$ cat src/rtl/struct_op_pkg.sv
`default_nettype none
// ============================================================================
// Module     : struct_op_pkg
// Purpose    : Shared types for the struct_op_arbiter block: the packed
//              operand pair carried by each requester and the arbiter FSM
//              state encoding.
// Ports      : none (package)
// Revision   : 1.0 - initial release
// ============================================================================
package struct_op_pkg;

  // Default operand width; the top-level DATA_W parameter defaults to this
  // and must stay equal to it, because op_t is sized from it.
  localparam int OP_DATA_W = 16;

  // Operand pair as presented on each request port: {data_A, data_B}.
  typedef struct packed {
    logic [OP_DATA_W-1:0] data_A;
    logic [OP_DATA_W-1:0] data_B;
  } op_t;

  // Arbiter FSM: explicit 2-bit encoding.
  typedef enum logic [1:0] {
    IDLE = 2'd0,
    EXEC = 2'd1,
    RESP = 2'd2
  } arb_state_t;

  // Width of a requester index; a single requester still gets a 1-bit ID.
  function automatic int id_width(input int num_req);
    return (num_req > 1) ? $clog2(num_req) : 1;
  endfunction

endpackage : struct_op_pkg
`default_nettype wire

$ cat src/rtl/struct_op_arbiter_rr.sv
`default_nettype none
// ============================================================================
// Module     : rr_arbiter
// Purpose    : Combinational round-robin picker. Scans the request vector
//              circularly starting at rr_ptr_i and selects the first set bit.
// Ports      : req_i      in  NUM_REQ  request vector
//              rr_ptr_i   in  ID_W     index with highest priority this cycle
//              gnt_o      out NUM_REQ  one-hot grant (all zero if no request)
//              gnt_idx_o  out ID_W     index of the granted requester
//              gnt_vld_o  out 1        any request present
// Revision   : 1.0 - initial release
// ============================================================================
module rr_arbiter
  import struct_op_pkg::*;
#(
  parameter int NUM_REQ = 4,
  parameter int ID_W    = id_width(NUM_REQ)
) (
  input  logic [NUM_REQ-1:0] req_i,
  input  logic [ID_W-1:0]    rr_ptr_i,
  output logic [NUM_REQ-1:0] gnt_o,
  output logic [ID_W-1:0]    gnt_idx_o,
  output logic               gnt_vld_o
);

  // One extra bit so ptr + offset cannot overflow before the modulo fold.
  logic [ID_W:0] cand_w;

  always_comb begin
    gnt_o     = '0;
    gnt_idx_o = '0;
    gnt_vld_o = 1'b0;
    cand_w    = '0;
    for (int i = 0; i < NUM_REQ; i++) begin
      // rr_ptr_i < NUM_REQ, so a single conditional subtract is a full modulo.
      cand_w = {1'b0, rr_ptr_i} + (ID_W+1)'(i);
      if (cand_w >= (ID_W+1)'(NUM_REQ)) begin
        cand_w = cand_w - (ID_W+1)'(NUM_REQ);
      end
      if (!gnt_vld_o && req_i[cand_w[ID_W-1:0]]) begin
        gnt_vld_o = 1'b1;
        gnt_idx_o = cand_w[ID_W-1:0];
      end
    end
    if (gnt_vld_o) begin
      gnt_o[gnt_idx_o] = 1'b1;
    end
  end

endmodule : rr_arbiter
`default_nettype wire

$ cat src/rtl/struct_op_arbiter.sv
`default_nettype none
// ============================================================================
// Module     : struct_op_arbiter
// Purpose    : Shares one add/compare datapath among NUM_REQ requesters with
//              round-robin arbitration. One transaction in flight; the result
//              is returned on a single valid/ready response port tagged with
//              the owning requester's index.
// Ports      : clk        in  1              rising-edge clock
//              rst        in  1              synchronous active-high reset
//              req_valid  in  NUM_REQ        per-requester request valid
//              req_ready  out NUM_REQ        per-requester accept (<= 1 hot)
//              req_op     in  NUM_REQ x op_t per-requester {data_A, data_B}
//              rsp_valid  out 1              response valid
//              rsp_ready  in  1              response accepted by consumer
//              rsp_id     out ID_W           owner of the response
//              rsp_sum    out DATA_W+1       data_A + data_B, carry in MSB
//              rsp_is_eq  out 1              data_A == data_B
//              busy       out 1              FSM not in IDLE
// Revision   : 1.0 - initial release
// ============================================================================
module struct_op_arbiter
  import struct_op_pkg::*;
#(
  parameter  int NUM_REQ = 4,
  parameter  int DATA_W  = OP_DATA_W,
  localparam int ID_W    = id_width(NUM_REQ)
) (
  input  logic                clk,
  input  logic                rst,
  input  logic [NUM_REQ-1:0]  req_valid,
  output logic [NUM_REQ-1:0]  req_ready,
  input  op_t  [NUM_REQ-1:0]  req_op,
  output logic                rsp_valid,
  input  logic                rsp_ready,
  output logic [ID_W-1:0]     rsp_id,
  output logic [DATA_W:0]     rsp_sum,
  output logic                rsp_is_eq,
  output logic                busy
);

  // --------------------------------------------------------------------------
  // State and registers
  // --------------------------------------------------------------------------
  arb_state_t          state_q,     state_d;
  logic [ID_W-1:0]     rr_ptr_q,    rr_ptr_d;
  op_t                 op_q,        op_d;
  logic [ID_W-1:0]     id_q,        id_d;
  logic                rsp_valid_q, rsp_valid_d;
  logic [ID_W-1:0]     rsp_id_q,    rsp_id_d;
  logic [DATA_W:0]     rsp_sum_q,   rsp_sum_d;
  logic                rsp_is_eq_q, rsp_is_eq_d;

  // --------------------------------------------------------------------------
  // Arbiter
  // --------------------------------------------------------------------------
  logic [NUM_REQ-1:0]  gnt_w;
  logic [ID_W-1:0]     gnt_idx_w;
  logic                gnt_vld_w;
  logic [ID_W-1:0]     ptr_next_w;

  rr_arbiter #(
    .NUM_REQ (NUM_REQ),
    .ID_W    (ID_W)
  ) u_rr_arbiter (
    .req_i     (req_valid),
    .rr_ptr_i  (rr_ptr_q),
    .gnt_o     (gnt_w),
    .gnt_idx_o (gnt_idx_w),
    .gnt_vld_o (gnt_vld_w)
  );

  // Pointer moves to the slot just after the winner so the winner becomes
  // lowest priority next time; wraps from NUM_REQ-1 to 0.
  assign ptr_next_w = (gnt_idx_w == ID_W'(NUM_REQ - 1)) ? '0
                                                         : gnt_idx_w + 1'b1;

  // --------------------------------------------------------------------------
  // Datapath: zero-extend both operands so the carry lands in the MSB.
  // --------------------------------------------------------------------------
  logic [DATA_W:0] sum_w;
  logic            eq_w;

  assign sum_w = {1'b0, op_q.data_A} + {1'b0, op_q.data_B};
  assign eq_w  = (op_q.data_A == op_q.data_B);

  // --------------------------------------------------------------------------
  // FSM next-state and outputs
  // --------------------------------------------------------------------------
  always_comb begin
    state_d     = state_q;
    rr_ptr_d    = rr_ptr_q;
    op_d        = op_q;
    id_d        = id_q;
    rsp_valid_d = rsp_valid_q;
    rsp_id_d    = rsp_id_q;
    rsp_sum_d   = rsp_sum_q;
    rsp_is_eq_d = rsp_is_eq_q;
    req_ready   = '0;

    case (state_q)
      IDLE: begin
        // Grant vector is already zero when nothing is requesting.
        req_ready = gnt_w;
        if (gnt_vld_w) begin
          op_d     = req_op[gnt_idx_w];
          id_d     = gnt_idx_w;
          rr_ptr_d = ptr_next_w;
          state_d  = EXEC;
        end
      end

      EXEC: begin
        rsp_sum_d   = sum_w;
        rsp_is_eq_d = eq_w;
        rsp_id_d    = id_q;
        rsp_valid_d = 1'b1;
        state_d     = RESP;
      end

      RESP: begin
        // Result registers are left untouched after the handshake so the
        // last result stays visible until the next EXEC.
        if (rsp_ready) begin
          rsp_valid_d = 1'b0;
          state_d     = IDLE;
        end
      end

      default: begin
        state_d     = IDLE;
        rsp_valid_d = 1'b0;
      end
    endcase
  end

  // --------------------------------------------------------------------------
  // Registers
  // --------------------------------------------------------------------------
  always_ff @(posedge clk) begin
    if (rst) begin
      state_q     <= IDLE;
      rr_ptr_q    <= '0;
      op_q        <= '0;
      id_q        <= '0;
      rsp_valid_q <= 1'b0;
      rsp_id_q    <= '0;
      rsp_sum_q   <= '0;
      rsp_is_eq_q <= 1'b0;
    end else begin
      state_q     <= state_d;
      rr_ptr_q    <= rr_ptr_d;
      op_q        <= op_d;
      id_q        <= id_d;
      rsp_valid_q <= rsp_valid_d;
      rsp_id_q    <= rsp_id_d;
      rsp_sum_q   <= rsp_sum_d;
      rsp_is_eq_q <= rsp_is_eq_d;
    end
  end

  assign rsp_valid = rsp_valid_q;
  assign rsp_id    = rsp_id_q;
  assign rsp_sum   = rsp_sum_q;
  assign rsp_is_eq = rsp_is_eq_q;
  assign busy      = (state_q != IDLE);

endmodule : struct_op_arbiter
`default_nettype wire
$ cat config.mk
export PLATFORM = sky130hd
export DESIGN_NAME = struct_op_arbiter
export DESIGN_NICKNAME = d
export VERILOG_FILES = /design/src/rtl/struct_op_pkg.sv /design/src/rtl/struct_op_arbiter_rr.sv /design/src/rtl/struct_op_arbiter.sv
export SDC_FILE = /design/constraint.sdc
export NUM_CORES = 1
export LEC_CHECK = 0
export ABC_AREA = 1
export BUFFER_PORTS_ARGS = -buffer_cell sky130_fd_sc_hd__buf_2
export CELL_PAD_IN_SITES_DETAIL_PLACEMENT = 0
export CELL_PAD_IN_SITES_GLOBAL_PLACEMENT = 2
export CORE_MARGIN = 4
export CORE_UTILIZATION = 25
export CTS_BUF_LIST = sky130_fd_sc_hd__clkbuf_4 sky130_fd_sc_hd__clkbuf_8 sky130_fd_sc_hd__clkbuf_16
export CTS_CLUSTER_DIAMETER = 40
export DETAILED_ROUTE_END_ITERATION = 6
export PLACE_DENSITY_LB_ADDON = 0.1
export SETUP_SLACK_MARGIN = 0.3
export SYNTH_ARGS = -nofsm -noshare
export SYNTH_HDL_FRONTEND = slang
export SYNTH_HIERARCHICAL = 1
export SYNTH_SLANG_ARGS = --single-unit
$ cat constraint.sdc
create_clock -name clk -period 2.75 [get_ports clk]
set_input_delay 0.1375 -clock clk [delete_from_list [all_inputs] [get_ports clk]]
set_output_delay 0.1375 -clock clk [all_outputs]
set_load 0.02 [all_outputs]
**Yosys cells after proc, flatten, opt, wreduce, memory -nomap -nowiden**

Index checks and enable logic that the tools add are counted.

- Memories: 0
- ROM bits: 0
- Register bits after elaboration: 59
- Output and inout bits: 26
- Bits in writable memories: 0
- Logic and storage cells: 79
- Bits of input ports: 135
- Latch bits: 0

- Add/sub/neg operators: 9
- $lt $le $gt $ge: 10
- Reduce and logical (&&, ||, !) cells: 12
- Bitwise gates (word level): 1
- Shifts and indexed selects: 0
- Equal/unequal tests: 6
- Multiply operators: 0
- Mux-type cells: 32
- Div/mod/pow operators: 0

Operators with widths:

| kind | count |
|---|---|
| binary-select mux 32 bit (select 2 bit) | 1 |
| two-way mux 32 bit | 1 |
| two-way mux 2 bit | 11 |
| adder 16 x 16 -> 17 bit | 1 |
| equality test 16 bit | 1 |
| less-than comparator 2 x 3 -> 1 bit (second input constant) | 5 |
| two-way mux 1 bit | 10 |
| greater-or-equal comparator 3 bit (second input constant) | 3 |
| binary-select mux 1 bit (select 2 bit) | 4 |
| two-way mux 4 bit | 2 |
| subtractor 2 x 1 -> 2 bit (second input constant) | 4 |
| adder 2 x 2 -> 3 bit (second input constant) | 2 |
| case mux 2 bit (3 select lines) | 1 |
| AND reduction 2 bit | 3 |
| equality test 2 bit (second input constant) | 2 |
| logical AND 1 bit | 4 |
| != test 2 bit (second input constant) | 2 |
| adder 2 x 1 -> 3 bit (second input constant) | 1 |
| greater-or-equal comparator 2 x 3 -> 1 bit (second input constant) | 1 |
| zero test 1 bit | 3 |
| case mux 1 bit (3 select lines) | 1 |
| adder 2 x 1 -> 2 bit (second input constant) | 1 |
| demux 1 bit (select 2 bit) | 1 |
| equality test 2 x 1 -> 1 bit (second input constant) | 1 |
| 4 further kinds | 4 |

**Logic depth before layout (Yosys ltp)**

Gate-level depths: netlist of the first run.

- Word-level depth: 20
- Mapped depth: 19
- Mapped depth without buffers: 15

**By module**

Netlist of the first run, hierarchy kept.

By module, submodules not included:

| module | cells an instance | area an instance (µm²) | instances | sequential area each (µm²) |
|---|---|---|---|---|
| struct_op_arbiter | 683 | 4,120.2 | 1 | 1,181.1 |
| rr_arbiter | 70 | 386.6 | 1 | 0.0 |

**Worst setup path before layout of the first run**

Ideal clock, no wire load.

- Kind: register to register
- From: register rr_ptr_q[0]
- To: register op_q[15] (netlist bit)
- Setup slack: 0.693 ns
- Period minus slack after synthesis: 2.057 ns
- Required time: 2.637 ns
- Stages on the path, launching flop included: 18
- Setup time: 0.113 ns
- Buffers on the path: 4
- Data arrival time: 1.944 ns
- Cells stage by stage: dfxtp_1 > buf_6 > inv_8 > nand2_2 > nand2_4 > o21ai_2 > inv_1 > nand3_2 > nand3_2 > inv_1 > buf_4 > inv_2 > buf_6 > buf_4 > nor2_1 > o22ai_1 > o21ai_1 > inv_1

- Elaborated cells on any way between the ends: 40
- Classes of those cells: add/sub: 7; order compare: 4; mux: 22; reduce/logical: 7

RTL lines:

| element | RTL line | text |
|---|---|---|
| start: declaration | struct_op_arbiter.sv:45 | `logic [ID_W-1:0] rr_ptr_q, rr_ptr_d;` |
| start signal: assignment | struct_op_arbiter.sv:151 | `rr_ptr_q <= rr_ptr_d;` |
| branches (longest 13 deep; another with adder 2 x 1 -> 3 bit) | -- |  |
| two-way mux 1 bit (*) | struct_op_arbiter_rr.sv:40 | `if (!gnt_vld_o && req_i[cand_w[ID_W-1:0]]) begin` |
| named net gnt_vld_w | struct_op_arbiter.sv:58 | `logic gnt_vld_w;` |
| AND reduction 2 bit (no source line) (*) | -- |  |
| end signal: assignment | struct_op_arbiter.sv:152 | `op_q <= op_d;` |
| end: declaration | struct_op_arbiter.sv:46 | `op_t op_q, op_d;` |

Mark *: on every way through the listed nets, which the timed path passes. The select of a mux whose other input is x is not followed.
A chain may end at the register's enable or synchronous reset.

**Worst setup path in the final report of the first run**

- From: register rr_ptr_q[0]
- To: register op_q[14] (netlist bit)

Same word-level chain as after synthesis.

==> out/summary.md, run 1 <==
The run finished with clean final reports. The cell count after synthesis came out at 753. The tools report the overall routed net length as 16000 um.

The first-iteration detailed-routing DRC count was 218. The residual overflow from global routing is 0. STA puts the critical path data required time at 3030 ps.

The total half-perimeter wirelength after legalization and detailed placement was 12800 um; the post-synthesis async set-or-reset flop share was 0%. Setup violations remaining at the end of the flow were counted as 0. Setup slack closes at 503 ps. Maximum cell stage delay along the critical path: 420 ps. The clock arrives with 6.01 ps of skew.

The repair_antennas step left the layout with diodes totalling 0. The met1 usage in global routing is 22.0%, and the post-synthesis sequential element count is 59. The maximum fanout count along the critical path came out at 66. The number of nets in the synthesized netlist is 906. The run gives 2 as the number of antenna violations at the first check in global routing. The minimum clock period is 2250 ps. Worst endpoint data arrival time: 2520 ps.

Static timing analysis puts the maximum clock frequency at 445 MHz. For this run, global-route usage on met2 was measured as 23.5%. For the remaining antenna violation count, the log shows 0. The run gives 66.2% as the combinational cell fraction of total power.

The tightest hold path in the finished design has a slack of 101 ps. The CTS sink count is 59. The ratio of final minimum period to clock period was 81.7%; the total number of vias was 5091. In the layout the commonest cells are sky130_fd_sc_hd__nor2_1, sky130_fd_sc_hd__buf_2, sky130_fd_sc_hd__nand2_1, sky130_fd_sc_hd__inv_1, sky130_fd_sc_hd__o21ai_0. The yosys synthesis warning count is 6, and the maximum number of buffers from clock root to sink is 2. The headroom to the max-slew limit is 53.5%, and the post-synthesis share of cell area spent on and, or, nand and nor gates is 34.3%.

Using the TritonRoute via totals, the vias-per-cell ratio works out to 4.51. In the final routed layout, each cell accounts on average for 14.2 um. The most used flip-flop cell after synthesis is sky130_fd_sc_hd__dfxtp_1. Internal power comes to 3.67 mW.

The post-layout net count is 1052. Startpoint of the lowest-slack register-to-register path: rr_ptr_q[0]$_SDFFE_PP0P_. Mean instance size in the synthesized netlist: 5.99 um2.

The run gives 0 as the number of failing hold endpoints at the final stage. Switching part of the total: 51.8%. Summing every instance area after synthesis gives 4510 um2. STA classifies the critical path endpoint as a register. TritonCTS created 9 clock buffers.

The critical path class is reg -> reg. The run gives 4.84% as the global routing met3 resource utilization. The pre-antenna-repair detailed-routing pass consisted of 5 iterations. The count of unresolved DRC violations after routing was 0; the leakage power was 3.21 nW. The logs give 161 for the number of top-level pins and 0.626 mV for the worst voltage drop across the vdd grid. The library cell used most frequently in the layout, excluding fill and tap cells, is sky130_fd_sc_hd__nor2_1.

In this run the core area contains 48 standard-cell rows. At the pin with the least slew margin, the transition time is 698 ps. Across the whole layout, storage elements account for 1190 um2. In this run the horizontal extent of the chip is 142 um. Walking the worst path, the cells encountered are inv_8, nand2_2, nand3_1, o21ai_2, inv_1, nand3_2, nand3_2, clkinv_1, buf_8, o21ai_0, o22ai_1, o21ai_1, inv_1. STA classifies the critical path startpoint as a register. The run gives 0.847 as the weighted congestion reported at the end of routability-driven placement. By area, the combinational part of the netlist is dominated by simple AND/OR/NAND/NOR gates. The die covers 20200 um2. The run gives 15.0% as the fraction of power consumed by the clock network. Once layout is complete, the utilization of the core stands at 33.2%.

The portion of synthesized area spent on multiplexers is 0%. Setup repair after global routing left no endpoint under its margin. The initial utilization of the core area, before any placement, comes to 25.8%. The critical path starts at rr_ptr_q[0]$_SDFFE_PP0P_.

The proportion of layout cells with a drive suffix above 1 is 25.2%, and the wire length of the first global-routing pass is 25400 um. Setup total negative slack on the finished layout was measured at 0 ps. The run gives 135 ps as the pre-CTS setup slack.

Global routing used 15.6% of the available tracks across all layers. Yosys mapped a number of flops with a built-in enable equal to 0. The count of H-tree levels built during CTS is 3. met2 is the most crowded layer.

The run gives 4907 as the number of global-route vias before repair. Summed over all nets, the switching power comes to 3.95 mW. The number of different library cells used by synthesis comes to 35. Synthesis-to-finish area growth: 28.8%. Counting cells, the worst reg-to-reg path comes to 13.

In this run the power density over the cells is 1310 nW/um2. Summing all multi-input logic gate instances after layout gives 2680 um2. Of the total power, registers draw 18.8%. The core region is 17500 um2.

The insertion delay of the later-clocked pin in the worst-skew pair was 330 ps; the xor-xnor portion of the synthesized cell area was 1.17%. The clock tree root driver cell was sky130_fd_sc_hd__clkbuf_16. The largest net degree at the start of global routing was 67.

Worst hold path class: in -> reg. Input and output buffers added on the ports amount to 160. TritonCTS built the clock tree.

The tools report the number of fill cells as 1966. The critical hold path startpoint was rsp_ready. The die is 142 um tall. The master of the slowest instance on the critical path is sky130_fd_sc_hd__dfxtp_4. The worst register-to-register path ends at op_q[14]$_SDFFE_PP0P_. The portion of the post-synthesis area used by sequential elements was 26.2%; the post-synthesis adder-cell area fraction was 5.16%.

The max-slew violation total from the final report came out at 0. Setup slack on the worst reg-to-reg path comes out at 500 ps. The endpoint of the most critical setup path was op_q[14]$_SDFFE_PP0P_.

Count of maximum capacitance violations: 0. Fraction of the mapped netlist area in compound gates: 18.9%. After clock tree synthesis, the clock-pin slew on the worst setup and hold paths is 60 ps.
logic make-up after synthesis:
group,Yosys count
simple gates,366
compound gates,158
buf+inv,146
flops,59
fa+ha+maj,18
xor+xnor,6
final cells by class:
class / instances / area share (%)
Multi-Input combinational cell: 548 / 46.2
Sequential cell: 59 / 20.4
Timing Repair Buffer: 172 / 16.1
Inverter: 109 / 7.22
Tap cell: 225 / 4.85
Clock buffer: 11 / 4.25
Clock inverter: 5 / 0.906
synthesized netlist by cell type, types with 13 or more instances:
master                     number  area share [%]
sky130_fd_sc_hd__nor2_1       187              16
sky130_fd_sc_hd__nand3_1       21             2.3
sky130_fd_sc_hd__clkbuf_1      16             1.3
sky130_fd_sc_hd__a21oi_1       13             1.4
sky130_fd_sc_hd__nand2_2       13             1.8
sky130_fd_sc_hd__dfxtp_1       59              26
sky130_fd_sc_hd__nand2_1      118             9.8
sky130_fd_sc_hd__o21ai_0       58             6.4
sky130_fd_sc_hd__o21ai_1       50             5.6
sky130_fd_sc_hd__ha_1          17             4.7
sky130_fd_sc_hd__o22ai_1       32             4.4
sky130_fd_sc_hd__inv_1        101             8.4
state kept, by name, indices dropped and copies added, names as in the netlist:
register / flops
op_q: 32
rsp_sum: 17
id_q: 2
rr_ptr_q: 2
rsp_id: 2
state_q: 2
rsp_is_eq: 1
rsp_valid: 1
power by group through the flow:
stage	Combinational (mW)	Clock (mW)	Sequential (mW)
4_1_cts	5.12	1.17	1.44
5_1_grt	5.79	1.22	1.47
3_5_place_dp	5.08	0	1.46
2_1_floorplan	3.68	0	1.48
3_3_place_gp	5.07	0	1.45
6_report	5.05	1.14	1.43
worst max-delay path: cells and delay by family (launching register included):
family	cells	cell delay, ps
buffers and inverters	5	640
DFF	1	420
and+or+nand+nor	4	460
AOI/OAI and AO/OA	4	620
worst min-delay path by stage:
stage / to / slack (ps) / cells after the start
floorplan: rsp_valid$_SDFFE_PP0P_ / 340 / 3
global placement: state_q[1]$_SDFFE_PP0P_ / 430 / 4
detailed placement: state_q[1]$_SDFFE_PP0P_ / 450 / 4
CTS: state_q[1]$_SDFFE_PP0P_ / 90 / 4
global route: state_q[1]$_SDFFE_PP0P_ / 120 / 4
finish: state_q[1]$_SDFFE_PP0P_ / 100 / 4
metal layers:
| layer | routed length (um) | share of wire (%) |
|---|---|---|
| met1 | 7800 | 49 |
| met2 | 7010 | 44 |
| met3 | 1030 | 6.4 |
| met4 | 165 | 1.0 |
| met5 | 14 | 0.087 |
metrics by stage:
step | total power [mW] | area, um2 | std cells
global placement | 6.52 | 5490 | 1113
detailed placement | 6.54 | 5490 | 1113
CTS | 7.73 | 5790 | 1129
finish | 7.63 | 5800 | 1129
global route | 8.48 | 5800 | 1129
floorplan | 5.16 | 4510 | 753
repair_timing:
action	4_1_cts	5_1_grt
setup buffers	0	0
setup endpoints to repair	35	32
resized for setup	2	5
pin swaps	0	0
hold buffers	0	0
Note: power is estimated with default switching activity, not from simulation.
==> run 2: changes to the inputs <==
CORE_UTILIZATION = 23   (was 25)
clock period = 2 ns   (was 2.75 ns; I/O delays follow)
==> out/summary.md, run 2 (synthesized netlist as in run 1, its figures left out) <==
The post-placement cell count was 1160 (+4.2%); the largest clock skew in the final design was 6.53 ps (+0.525 ps). The master of the slowest instance on the critical path was sky130_fd_sc_hd__dfxtp_4. The most common cell after layout, fill and taps aside is sky130_fd_sc_hd__nor2_1. The insertion delay of the later-clocked pin in the worst-skew pair was 330 ps (about the same). The post-CTS clock slew at the launch and capture registers of the worst setup and hold paths is 50 ps (about the same). Maximum number of buffers from clock root to sink: 2 (unchanged). For the total global-route track usage, the log shows 16.1% (+0.42 points).

The total half-perimeter wirelength after legalization and detailed placement is 13300 um (+3.1%). Number of buffers inserted by port buffering: 160 (unchanged). The width of the chip works out to 148 um (+4.0%). The maximum cell stage delay along the critical path was 420 ps (about the same). Register bank with the most flops: op_q.

The critical path goes through inv_8, nand2_4, nand3_4, nand2_4, inv_2, buf_4, nand3_2, nand2_2, inv_2, nand2_4, buf_12, nor2_4, inv_1, nor2_1, buf_4. The minimum clock period is 2120 ps, and the worst path setup slack after routing is -120 ps (-623 ps). The leakage power is 3.64 nW (+13%), and the power density over the cells is 2000 nW/um2 (+52%). Total iterations of the first detailed-routing run: 5 (unchanged). The worst setup path is launched from a register.

The run gives 184 (-16%) as the first-iteration detailed-routing DRC count. The logs give 50 (+4.2%) for the number of core rows and 59 (unchanged) for the CTS sink count. The final reports fail on negative setup slack. Count of maximum capacitance violations: 0 (unchanged). The post-layout net count was 1087 (+3.3%). The flow ran to the end, but the final reports show violations. The chip height is 148 um (+4.0%), and the headroom to the max-slew limit is 72.1% (+19 points). Clock tree synthesis selected as its root buffer the cell sky130_fd_sc_hd__clkbuf_16. For the number of fill cells, the log shows 2083 (+6.0%). The total cell area at the placement stage was 5720 um2 (+4.2%).

The run gives 1199 (+6.2%) as the final non-filler cell total. The total non-filler cell area in the finished layout is 7140 um2 (+23%), and the count of H-tree levels built during CTS is 3 (unchanged). The worst endpoint data arrival time is 2020 ps (-500 ps), and the maximum fanout count along the critical path is 9 (-86%). Setup repair after global routing could not meet its margin everywhere.

The synthesis-to-finish area growth was 58.4%. The total power after layout was 14.3 mW (+87%); the average via count per standard cell was 4.47 (-0.90%). In this design, the critical path's most frequently occurring cell is sky130_fd_sc_hd__nand2_4. The proportion of layout cells with a drive suffix above 1 was 42.3% (+17 points); the residual overflow from global routing was 0 (unchanged). The setup violation total in the final timing report is 33 (+33), and the transition time at the pin with the least slew margin is 414 ps (-283 ps).

The min-delay analysis places its worst path in the category in -> reg. The tools report the number of global-route vias before repair as 5325 (+8.5%). The number of failing hold endpoints at the final stage was 0 (unchanged); the remaining antenna violation count was 0 (unchanged). The data required time at the worst endpoint was 1900 ps (-1130 ps); the area of the die was 21900 um2 (+8.2%).

For the count of unresolved DRC violations after routing, the log shows 0 (unchanged). The top cell types in the final layout, fill and taps aside, are sky130_fd_sc_hd__nor2_1, sky130_fd_sc_hd__buf_2, sky130_fd_sc_hd__inv_1, sky130_fd_sc_hd__nand2_1, sky130_fd_sc_hd__o21ai_1. The mean routed wirelength per cell is 15.4 um (+8.8%). For the overall routed net length, the log shows 18500 um (+16%). The top achievable clock speed was 472 MHz. Of the available clock period, the critical path in the final layout requires 106%. The logs give 161 (unchanged) for the number of top-level pins and 0 (unchanged) for the number of antenna repair diodes. TritonCTS built the clock tree.

The logs give 37 (-45%) for the largest net degree at the start of global routing and 0.866 (+2.3%) for the weighted congestion reported at the end of routability-driven placement. Critical path endpoint category: an output port. The core area is 19000 um2 (+8.8%). Number of buffers created by CTS: 9 (unchanged). Number of antenna violations at the first check in global routing: 0 (-2). The total number of vias is 5358 (+5.2%), and the max-slew violation total from the final report is 0 (unchanged). The tools report the wire length of the first global-routing pass as 27900 um (+9.9%).

The tools report the starting density of the core as 23.7% (-2.1 points). Critical path class: reg -> out. The flip-flop count of the largest register, all copies and words added works out to 32 (unchanged). Worst voltage drop across the vdd grid: 0.691 mV (+11%).
==> run 2: cell count changes in the layout (fill, tap and decap cells not counted), moves of 13 or more <==
cell / delta
sky130_fd_sc_hd__nand2_2: +21
sky130_fd_sc_hd__o22ai_1: -21
sky130_fd_sc_hd__ha_1: -13
sky130_fd_sc_hd__o21ai_0: -41
sky130_fd_sc_hd__o21ai_2: +21
sky130_fd_sc_hd__o21ai_1: +15
sky130_fd_sc_hd__o22ai_2: +21
sky130_fd_sc_hd__buf_4: +13
sky130_fd_sc_hd__nor2_1: -15
sky130_fd_sc_hd__nand2_1: -29
==> run 2: through the flow <==
step / hold WS (ps) / worst slack (ps) / utilization [%] / setup TNS (ps)
2_1_floorplan: 300 / 56.8 / - / 0
3_3_place_gp: 407 / -49.0 / 30.1 / -533
3_5_place_dp: 408 / -109 / 30.1 / -1600
4_1_cts: 45.2 / -115 / 35.3 / -1220
5_1_grt: 72.3 / -258 / 37.5 / -6920
6_report: 58.1 / -120 / 37.5 / -1740
==> run 2: area by class of cell <==
cell class                 count  area (um2)  area share, %
tap                          260         325           4.56
sequential                    59        1200           16.8
timing repair buffer         207        1520           21.3
clock buffer                  11         240           3.36
inverter                     109         442           6.19
multi-input combinational    548        3380           47.4
clock inverter                 5        30.0          0.421
==> run 2: timing repair <==
item / 4_1_cts / 5_1_grt
setup endpoints to repair: 50 / 53
gates resized for setup: 137 / 95
gates cloned: 9 / 2
pin swaps: 25 / 35
setup buffers: 12 / 0
hold buffers: 0 / 0
==> run 2: worst paths after layout <==
path / from / end / slack [ps] / depth (start not counted)
hold / removal: rsp_ready / rsp_valid$_SDFFE_PP0P_ / 60 / 4
setup / recovery: rr_ptr_q[0]$_SDFFE_PP0P_ / req_ready[0] / -120 / 15
hold reg to reg: rsp_is_eq$_SDFFE_PP0P_ / rsp_is_eq$_SDFFE_PP0P_ / 480 / 2
setup reg to reg: rr_ptr_q[0]$_SDFFE_PP0P_ / op_q[13]$_SDFFE_PP0P_ / -120 / 16
==> run 2: layer usage <==
layer / up-vias / global-route usage [%] / wire, um
met4: 0 / 4.02 / 228
met1: 2447 / 21.1 / 8560
met5: - / 0 / 0
met3: 17 / 3.00 / 796
li1: 2761 / - / -
met2: 133 / 27.2 / 8920
==> run 2: power breakdown <==
group	internal [mW]	total [mW]	leakage [nW]	switching [mW]
clock network	0.857	1.40	0.132	0.547
logic	4.75	10.8	3.01	6.04
registers	1.66	2.10	0.493	0.440
total	7.27	14.3	3.64	7.03
==> run 2: worst max-delay path, delay by kind of cell (launching register included) <==
| kind | cells | cell delay (ps) |
|---|---|---|
| flops | 1 | 420 |
| buf+inv | 7 | 640 |
| simple gates | 8 | 610 |
==> run 3: changes to the inputs <==
CTS_BUF_LIST = default   (was sky130_fd_sc_hd__clkbuf_4 sky130_fd_sc_hd__clkbuf_8 sky130_fd_sc_hd__clkbuf_16)
==> out/summary.md, run 3 (synthesized netlist as in run 1, its figures left out) <==
The worst voltage drop across the vdd grid is 0.691 mV (about the same). The maximum fanout count along the critical path is 9 (unchanged), and the average via count per standard cell is 4.47 (about the same). The area occupied by registers is 1200 um2 (unchanged), and the number of top-level pins is 161 (unchanged). The count of unresolved DRC violations after routing is 0 (unchanged), and the remaining antenna violation count is 0 (unchanged). Post-CTS clock slew at the launch and capture registers of the worst setup and hold paths: 50 ps (about the same). The final hold slack is 58.4 ps (+0.259 ps), and the residual overflow from global routing is 0 (unchanged). The count of maximum capacitance violations was 0 (unchanged).

The critical path is of the reg -> out type. The worst setup path is launched from a register. The endpoint of the most critical setup path is req_ready[0]. In this design, the critical path's most frequently occurring cell is sky130_fd_sc_hd__nand2_4. The CTS sink count is 59 (unchanged).

The most critical setup path has its startpoint at rr_ptr_q[0]$_SDFFE_PP0P_. The largest net degree at the start of global routing came out at 37 (unchanged). Setup repair after global routing could not meet its margin everywhere. For the starting density of the core, the log shows 23.7% (unchanged). The minimum clock period works out to 2120 ps (-0.258 ps). The maximum cell stage delay along the critical path was 420 ps (about the same). The number of buffers inserted by port buffering came out at 160 (unchanged). The critical path goes through inv_8, nand2_4, nand3_4, nand2_4, inv_2, buf_4, nand3_2, nand2_2, inv_2, nand2_4, buf_12, nor2_4, inv_1, nor2_1, buf_4. The headroom to the max-slew limit was 72.1% (unchanged); the maximum number of buffers from clock root to sink was 2 (unchanged). The count of H-tree levels built during CTS is 3 (unchanged), and the leakage power is 3.63 nW (-0.19%). Worst path setup slack after routing: -120 ps (+0.258 ps). The insertion delay of the later-clocked pin in the worst-skew pair was 330 ps (about the same); the mean routed wirelength per cell was 15.4 um (about the same).

The total number of vias is 5354 (-0.075%), and the worst reg-to-reg setup slack is -120 ps (about the same). The total global-route track usage is 16.1% (unchanged), and the setup violation total in the final timing report is 32 (-3.0%). The total iterations of the first detailed-routing run was 5 (unchanged); the critical path depth was 15 (unchanged). Worst hold path class: in -> reg. In this run the critical register-to-register path is captured at op_q[13]$_SDFFE_PP0P_.

The tools report the final core area utilization as 37.5% (-0.039 points). The flow ran to the end, but the final reports show violations. For the number of antenna repair diodes, the log shows 0 (unchanged). The chip height is 148 um (unchanged), and the flip-flop count of the largest register, all copies and words added is 32 (unchanged). The run gives 27900 um (unchanged) as the wire length of the first global-routing pass. TritonCTS built the clock tree. Startpoint of the lowest-slack register-to-register path: rr_ptr_q[0]$_SDFFE_PP0P_. The total half-perimeter wirelength after legalization and detailed placement was 13300 um (unchanged); the width of the chip was 148 um (unchanged). The weighted congestion reported at the end of routability-driven placement was 0.866 (unchanged); the core area was 19000 um2 (unchanged). Counting flops per register, the top entry is op_q.

The cell sitting at the root of the clock tree is a sky130_fd_sc_hd__clkbuf_16. The checks that failed: negative setup slack. The top achievable clock speed is 472 MHz (about the same), and the post-placement cell count is 1160 (unchanged). For the number of fill cells, the log shows 2084 (+0.048%). Among all stages on the critical path, the largest delay is contributed by sky130_fd_sc_hd__dfxtp_4.

The synthesis-to-finish area growth is 58.2%, and the final non-filler cell total is 1199 (unchanged). The number of antenna violations at the first check in global routing is 0 (unchanged), and the number of core rows is 50 (unchanged). The cell depth of the worst flop-to-flop path was 16 (unchanged).

The logs give 2020 ps (about the same) for the worst endpoint data arrival time and 0 (unchanged) for the max-slew violation total from the final report. In this design, the largest share of critical-path delay is due to buffers and inverters. The cts-stage hold buffer count came out at 0 (unchanged). The transition time at the pin with the least slew margin is 414 ps (unchanged), and the number of global-route vias before repair is 5325 (unchanged). The tools report the critical path endpoint category as an output port.

The number of failing hold endpoints at the final stage was 0 (unchanged); the proportion of layout cells with a drive suffix above 1 was 42.1% (-0.21 points). The power density over the cells is 2000 nW/um2 (-0.11%), and the multi-input gate area in the final layout is 3380 um2 (unchanged). The data required time at the worst endpoint came out at 1900 ps (about the same). The top cell types in the final layout, fill and taps aside, are sky130_fd_sc_hd__nor2_1, sky130_fd_sc_hd__buf_2, sky130_fd_sc_hd__inv_1, sky130_fd_sc_hd__nand2_1, sky130_fd_sc_hd__o21ai_1.

For the largest clock skew in the final design, the log shows 6.53 ps (+0.0000800 ps). The area of the die is 21900 um2 (unchanged), and the total power after layout is 14.3 mW (-0.22%). The total buffers and inverters traversed by the critical path came out at 7 (unchanged).

Leaving out fill and tap cells, the most frequent cell in the layout is sky130_fd_sc_hd__nor2_1. The first-iteration detailed-routing DRC count is 190 (+3.3%), and the overall routed net length is 18500 um (about the same). The run gives 9 (unchanged) as the number of buffers created by CTS. The ratio of final minimum period to clock period was 106% (about the same); the post-layout net count was 1087 (unchanged).
run 3: worst reg2reg max path: cells and delay by family, from the launching register on:
family          cells  cell delay [ps]
compound gates      3              480
buf+inv             6              700
flops               1              420
simple gates        7              470
run 3: how the worst min path moves through the flow:
stage	start	to	cells past startpoint
after floorplan	rsp_ready	rsp_valid$_SDFFE_PP0P_	3
after CTS	rsp_ready	state_q[1]$_SDFFE_PP0P_	4
after global placement	rsp_ready	state_q[1]$_SDFFE_PP0P_	4
after global routing	rsp_ready	state_q[1]$_SDFFE_PP0P_	4
final	rsp_ready	rsp_valid$_SDFFE_PP0P_	4
after detailed placement	rsp_ready	rsp_valid$_SDFFE_PP0P_	4
run 3: where the power goes:
group | internal [mW] | switching [mW]
combinational | 4.75 | 6.04
clock | 0.830 | 0.546
sequential | 1.66 | 0.441
total | 7.24 | 7.02
run 3: routing by layer:
metal,global-route usage [%],routed length [um],up-vias
li1,-,-,2761
met4,4.02,228,0
met5,0,0,-
met3,3.00,796,17
met1,21.1,8560,2443
met2,27.2,8920,133
run 3: repair_timing:
item	CTS	global route
buffers inserted	12	0
gates resized for setup	137	95
setup endpoints to repair	50	53
pin swaps	25	35
gates cloned	9	2
run 3: area by class of cell:
type	count	share of cell area [%]
Tap cell	260	4.56
Sequential cell	59	16.8
Multi-Input combinational cell	548	47.4
Clock buffer	11	3.26
Timing Repair Buffer	207	21.3
Inverter	109	6.19
Clock inverter	5	0.421
run 3: through the flow:
stage               TNS [ps]  setup slack (ps)  cell area, um2
floorplan                  0              56.8            4550
global placement        -533             -49.0            5720
detailed placement     -1600              -109            5720
CTS                    -1220              -115            6710
global route           -6920              -258            7130
finish                 -1720              -120            7130
